<file path="src/rtl/button_events.sv">
// Classifies a debounced button level into one-cycle press/release/click/double-click/long-press/repeat events.
// The release and repeat events are exported as release_pulse and repeat_pulse because both names are SystemVerilog keywords.
module button_events #(
    parameter int LONG_CYCLES   = 1000,
    parameter int REPEAT_CYCLES = 250,
    parameter int DOUBLE_CYCLES = 500
) (
    input  logic clk,
    input  logic reset,
    input  logic level,
    output logic pressed,
    output logic press,
    output logic release_pulse,
    output logic click,
    output logic double_click,
    output logic long_press,
    output logic repeat_pulse
);

    localparam int MAX_CYCLES = (LONG_CYCLES > REPEAT_CYCLES) ? LONG_CYCLES : REPEAT_CYCLES;
    localparam int HOLD_W     = $clog2(MAX_CYCLES + 1);
    localparam int WIN_W      = (DOUBLE_CYCLES > 0) ? $clog2(DOUBLE_CYCLES + 1) : 1;

    localparam logic [HOLD_W-1:0] HOLD_ONE   = HOLD_W'(1);
    localparam logic [HOLD_W-1:0] HOLD_MAX   = {HOLD_W{1'b1}};
    localparam logic [HOLD_W-1:0] LONG_VAL   = HOLD_W'(LONG_CYCLES);
    localparam logic [HOLD_W-1:0] REPEAT_VAL = HOLD_W'(REPEAT_CYCLES);
    localparam logic [WIN_W-1:0]  WIN_ONE    = WIN_W'(1);
    localparam logic [WIN_W-1:0]  WIN_ZERO   = WIN_W'(0);
    localparam logic [WIN_W-1:0]  WIN_LOAD   = WIN_W'(DOUBLE_CYCLES);

    typedef enum logic [2:0] {
        ST_IDLE  = 3'd0,
        ST_HELD  = 3'd1,
        ST_LONG  = 3'd2,
        ST_GAP   = 3'd3,
        ST_HELD2 = 3'd4
    } state_t;

    state_t              state_r;
    state_t              state_next_s;
    logic                prev_r;
    logic [HOLD_W-1:0]   hold_cnt_r;
    logic [HOLD_W-1:0]   hold_next_s;
    logic [HOLD_W-1:0]   hold_inc_s;
    logic [WIN_W-1:0]    win_cnt_r;
    logic [WIN_W-1:0]    win_next_s;
    logic                rise_s;
    logic                fall_s;
    logic                pressed_s;
    logic                press_s;
    logic                release_s;
    logic                click_s;
    logic                double_s;
    logic                long_s;
    logic                repeat_s;

    // Edge detection and saturating hold increment.
    always_comb begin
        rise_s = level & ~prev_r;
        fall_s = ~level & prev_r;
        if (hold_cnt_r == HOLD_MAX) begin
            hold_inc_s = hold_cnt_r;
        end else begin
            hold_inc_s = hold_cnt_r + HOLD_ONE;
        end
    end

    // State register plus registered event outputs.
    always_ff @(posedge clk) begin
        if (reset) begin
            state_r       <= ST_IDLE;
            prev_r        <= 1'b0;
            hold_cnt_r    <= '0;
            win_cnt_r     <= '0;
            pressed       <= 1'b0;
            press         <= 1'b0;
            release_pulse <= 1'b0;
            click         <= 1'b0;
            double_click  <= 1'b0;
            long_press    <= 1'b0;
            repeat_pulse  <= 1'b0;
        end else begin
            state_r       <= state_next_s;
            prev_r        <= level;
            hold_cnt_r    <= hold_next_s;
            win_cnt_r     <= win_next_s;
            pressed       <= pressed_s;
            press         <= press_s;
            release_pulse <= release_s;
            click         <= click_s;
            double_click  <= double_s;
            long_press    <= long_s;
            repeat_pulse  <= repeat_s;
        end
    end

    // Next-state and counter logic; a fall always takes priority over hold thresholds.
    always_comb begin
        state_next_s = state_r;
        hold_next_s  = hold_cnt_r;
        win_next_s   = win_cnt_r;
        case (state_r)
            ST_IDLE: begin
                if (rise_s) begin
                    state_next_s = ST_HELD;
                    hold_next_s  = HOLD_ONE;
                end else begin
                    state_next_s = ST_IDLE;
                end
            end
            ST_HELD, ST_HELD2: begin
                if (fall_s) begin
                    if ((state_r == ST_HELD) && (DOUBLE_CYCLES > 0)) begin
                        state_next_s = ST_GAP;
                        win_next_s   = WIN_LOAD;
                    end else begin
                        state_next_s = ST_IDLE;
                    end
                end else if (hold_cnt_r == LONG_VAL) begin
                    state_next_s = ST_LONG;
                    hold_next_s  = HOLD_ONE;
                end else begin
                    hold_next_s  = hold_inc_s;
                end
            end
            ST_LONG: begin
                if (fall_s) begin
                    state_next_s = ST_IDLE;
                end else if ((REPEAT_CYCLES > 0) && (hold_cnt_r == REPEAT_VAL)) begin
                    hold_next_s  = HOLD_ONE;
                end else begin
                    hold_next_s  = hold_inc_s;
                end
            end
            ST_GAP: begin
                // A rise on the edge where the window expires counts as a fresh press.
                if (rise_s) begin
                    hold_next_s = HOLD_ONE;
                    if (win_cnt_r > WIN_ONE) begin
                        state_next_s = ST_HELD2;
                    end else begin
                        state_next_s = ST_HELD;
                    end
                end else if (win_cnt_r <= WIN_ONE) begin
                    state_next_s = ST_IDLE;
                    win_next_s   = WIN_ZERO;
                end else begin
                    win_next_s   = win_cnt_r - WIN_ONE;
                end
            end
            default: begin
                state_next_s = ST_IDLE;
                hold_next_s  = '0;
                win_next_s   = '0;
            end
        endcase
    end

    // Event decode from the current state and sampled edges.
    always_comb begin
        press_s   = 1'b0;
        release_s = 1'b0;
        click_s   = 1'b0;
        double_s  = 1'b0;
        long_s    = 1'b0;
        repeat_s  = 1'b0;
        pressed_s = (state_next_s == ST_HELD) || (state_next_s == ST_HELD2) ||
                    (state_next_s == ST_LONG);
        case (state_r)
            ST_IDLE, ST_GAP: begin
                press_s = rise_s;
            end
            ST_HELD: begin
                if (fall_s) begin
                    release_s = 1'b1;
                    click_s   = 1'b1;
                end else begin
                    long_s    = (hold_cnt_r == LONG_VAL);
                end
            end
            ST_HELD2: begin
                if (fall_s) begin
                    release_s = 1'b1;
                    double_s  = 1'b1;
                end else begin
                    long_s    = (hold_cnt_r == LONG_VAL);
                end
            end
            ST_LONG: begin
                if (fall_s) begin
                    release_s = 1'b1;
                end else begin
                    repeat_s  = (REPEAT_CYCLES > 0) && (hold_cnt_r == REPEAT_VAL);
                end
            end
            default: begin
                press_s = 1'b0;
            end
        endcase
    end

endmodule
</file>
<file path="config.mk">
export PLATFORM = sky130hd
export DESIGN_NAME = button_events
export DESIGN_NICKNAME = d
export VERILOG_FILES = /design/src/rtl/button_events.sv
export SDC_FILE = /design/constraint.sdc
export NUM_CORES = 1
export LEC_CHECK = 0
export BUFFER_PORTS_ARGS = -buffer_cell sky130_fd_sc_hd__buf_2
export CORE_ASPECT_RATIO = 0.75
export CORE_MARGIN = 1
export CORE_UTILIZATION = 40
export DETAILED_ROUTE_END_ITERATION = 8
export GPL_ROUTABILITY_DRIVEN = 1
export SLEW_MARGIN = 20
export SYNTH_ARGS = -nofsm -noshare
export SYNTH_HDL_FRONTEND = slang
export SYNTH_SLANG_ARGS = --single-unit
</file>
<file path="constraint.sdc">
create_clock -name clk -period 1.8 [get_ports clk]
set_clock_uncertainty 0.2 [all_clocks]
set_input_delay 0.27 -clock clk [delete_from_list [all_inputs] [get_ports clk]]
set_output_delay 0.27 -clock clk [all_outputs]
set_load 0.01 [all_outputs]
</file>
==> run summary <==
• status: finished, violations left
• failing checks: setup timing
• relative contribution of the clock network to total power: 34.4%
• placed cell count: 321
• Worst-Skew Late Latency: 0.28 ns
• CTS H-Tree Depth: 2
• YS warnings: 0
• slowest stage cell, crit path: sky130_fd_sc_hd__a311o_2
• Post-route DRC: 0
• non-filler cells in the finished layout: 338
• number of ports placed on the die boundary: 10
• Crit Path Class: register to register
• count of vias placed by the detailed router: 1,926
• final layout net count: 291
• final slew viol count: 0
• fmax: 514 MHz
• combinational group share of total power: 19.4%
• part of the power in registers: 46.2%
• clock tree from TritonCTS: yes
• number of hold violations in the final report: 0
• total detailed-routing wirelength: 5320 um
• area of the core region: 4100 sq um
• filler cell count: 340
• fraction of registers with async set or reset after synthesis: 0%
• Worst Path Max Fanout: 6
• worst-case clock buffer depth: 2
• required time of the critical path: 1.80 ns
• CP startpoint: win_cnt_r[1]
• series of cell instances along the critical path: inv_2 -> ha_4 -> o21bai_4 -> a311o_2 -> buf_4 -> or2_2 -> o22ai_1
• fraction of the yosys area taken by sequential cells: 34.5%
• Final setup viols: 19
• global-route usage over all layers: 24.2%
• finished layout cell area: 2650 sq um
• Synthesized Nets: 230
• largest area contributor in the synthesized netlist: sky130_fd_sc_hd__dfxtp_1
• Die Y-Extent: 59.1 um
• maximum resistive drop on vdd: 0.327 mV
• Hold Path Class: input port to register
• number of standard cells after synthesis: 222
• Initial Utilization: 42.4%
• period utilization: 108%
• Critical Path Max Stage Delay: 0.43 ns
• number of clock sinks: 30
• Arr. time, crit path: 1.95 ns
• Reg-to-Reg Start: win_cnt_r[1]
• placed inst area: 2210 sq um
• total CTS buffers: 5
• total number of placement rows: 20
• reported net switching power: 433 uW
• Design Power: 1.51 mW
• worst-case headroom to the max-slew limit: 61.6%
• leading post-synthesis cells by cell area: sky130_fd_sc_hd__dfxtp_1, sky130_fd_sc_hd__a21oi_1, sky130_fd_sc_hd__nor3_1, sky130_fd_sc_hd__nor2_1, sky130_fd_sc_hd__ha_1
• maximum number of pins on one net before global-route repair: 30
• initial drt markers: 170
• Worst Setup Slack, final: -0.144 ns
• design internal power: 1.08 mW
• gr ovfl total: 0
• die footprint: 4620 sq um
• top-area cell type share of the netlist area: 34.5%
• first-pass GRT wire length: 8500 um
• Sw Share: 28.6%
• number of global-route vias before repair: 1,722
• number of synthesized flops with an enable pin: 0
• synthesized area per cell: 7.83 sq um
• power density over the cells: 571 nW/um^2
• synthesized cell area: 1740 sq um
• count of cell types in the netlist: 47
• setup repair after global routing missed its margin: true
• CTS clock-pin slew for the worst setup and hold paths: 0.07 ns
• Yosys reg bits: 30
• area grow syn2layout: 52.6%
• minimum clock period after layout: 1.94 ns
• sum of net half-perimeters after detailed placement: 3360 um
• number of search-and-repair iterations in the first detailed-routing pass: 4
• sort of element at the end of the critical path: register
• Top FF cell, synth: sky130_fd_sc_hd__dfxtp_1
• leading cell type in the layout, fill and taps excluded: sky130_fd_sc_hd__buf_4
• fraction of final layout cells sized beyond drive strength 1: 48.1%
• count of antenna-violating nets left after detailed routing: 0
• antenna violations before repair: 0
• most used cells in the layout excluding fill and tap cells: sky130_fd_sc_hd__buf_4, sky130_fd_sc_hd__dfxtp_1, sky130_fd_sc_hd__nor3_1
• source of the worst hold timing path: level
• width of the die: 78.1 um
• routability congestion estimate: 0.862
• Tightest Pin Transition: 0.575 ns
• MaxCap Viol Count: 0
• Post-Route Utilization: 64.7%
• per-cell routed wire length: 15.8 um
• static leakage: 0.994 nW
• number of vias per cell after detailed routing: 5.70
• Root Buffer Master: sky130_fd_sc_hd__clkbuf_8
• type of origin of the critical path: register
• Port Buffers: 9
• Antenna Diode Count: 0
routing by layer:
layer / vias to the layer above / share of wire [%] / global-route usage [%]
met2: 71 / 46 / 38.3
li1: 943 / - / -
met4: 0 / 1.2 / 7.41
met1: 903 / 46 / 33.1
met5: - / 0 / 0
met3: 9 / 6.8 / 5.54
through the flow:
step	setup WS (ns)	hold slack [ns]	TNS [ns]
after floorplan	-0.104	0.198	-0.275
after global placement	-0.175	0.316	-2.29
after detailed placement	-0.230	0.333	-2.59
after CTS	-0.127	0.0513	-0.932
after global routing	-0.231	0.0670	-3.02
final	-0.144	0.0486	-1.42
synthesized netlist by cell type, types with 5 or more instances:
master / n
sky130_fd_sc_hd__a21oi_1: 20
sky130_fd_sc_hd__o21ai_0: 6
sky130_fd_sc_hd__ha_1: 5
sky130_fd_sc_hd__nand3_1: 10
sky130_fd_sc_hd__nor4_1: 6
sky130_fd_sc_hd__nand4_1: 5
sky130_fd_sc_hd__nor2_1: 19
sky130_fd_sc_hd__nand2b_1: 6
sky130_fd_sc_hd__or2_2: 5
sky130_fd_sc_hd__inv_1: 8
sky130_fd_sc_hd__a211oi_1: 5
sky130_fd_sc_hd__clkbuf_1: 7
sky130_fd_sc_hd__dfxtp_1: 30
sky130_fd_sc_hd__a31oi_1: 5
sky130_fd_sc_hd__nand2_1: 9
sky130_fd_sc_hd__nor3_1: 18
worst max-delay path, delay by kind of cell (launching register included):
family | cells | cell delay, ns
AOI/OAI and AO/OA | 3 | 0.70
DFF | 1 | 0.33
buffers and inverters | 2 | 0.22
and+or+nand+nor | 1 | 0.27
adders and majority gates | 1 | 0.14
timing repair:
| action | in CTS | in global routing |
|---|---|---|
| setup buffers | 8 | 1 |
| cloned | 1 | 0 |
| pin swaps | 16 | 6 |
| endpoints found under the setup margin | 21 | 22 |
| hold buffers | 0 | 0 |
| resized for setup | 50 | 17 |
cell type report:
cell class	count	area, sq um	share of cell area, %
multi-input cells	173	1380	51.8
well taps	55	68.8	2.59
clock inverters	2	10.0	0.377
flip-flops and latches	30	617	23.2
inverters	8	37.5	1.41
repair buffers	65	477	18.0
clock buffers	5	68.8	2.59
power by group through the flow:
| stage | Clock (mW) | Sequential, mW | Combinational [mW] |
|---|---|---|---|
| finish | 0.521 | 0.699 | 0.294 |
| global route | 0.561 | 0.701 | 0.318 |
| CTS | 0.524 | 0.697 | 0.274 |
| detailed placement | 0 | 0.708 | 0.230 |
| global placement | 0 | 0.706 | 0.232 |
| floorplan | 0 | 0.708 | 0.136 |
registers in the layout, summed over array words and instances (netlist names):
| register | count |
|---|---|
| release_pulse | 1 |
| state_r | 3 |
| hold_cnt_r | 10 |
| click | 1 |
| long_press | 1 |
| repeat_pulse | 1 |
| win_cnt_r | 9 |
| double_click | 1 |
| prev_r | 1 |
| pressed | 1 |
| press | 1 |
final timing paths:
| check | endpoint | slack (ns) | cells past startpoint |
|---|---|---|---|
| worst max-delay path | win_cnt_r[5] | -0.14 | 7 |
| worst min-delay path | prev_r | 0.05 | 2 |
| worst max register to register | win_cnt_r[5] | -0.14 | 7 |
| worst min register to register | state_r[2] | 0.36 | 2 |
kinds of logic after synthesis:
family / share of synthesized area (%)
DFF: 34.5
AOI/OAI and AO/OA: 21.7
muxes: 0.576
and+or+nand+nor: 31.9
adders and majority gates: 3.60
xor gates and xnor gates: 3.02
buffers and inverters: 4.60
(Power assumes the default switching activity.)
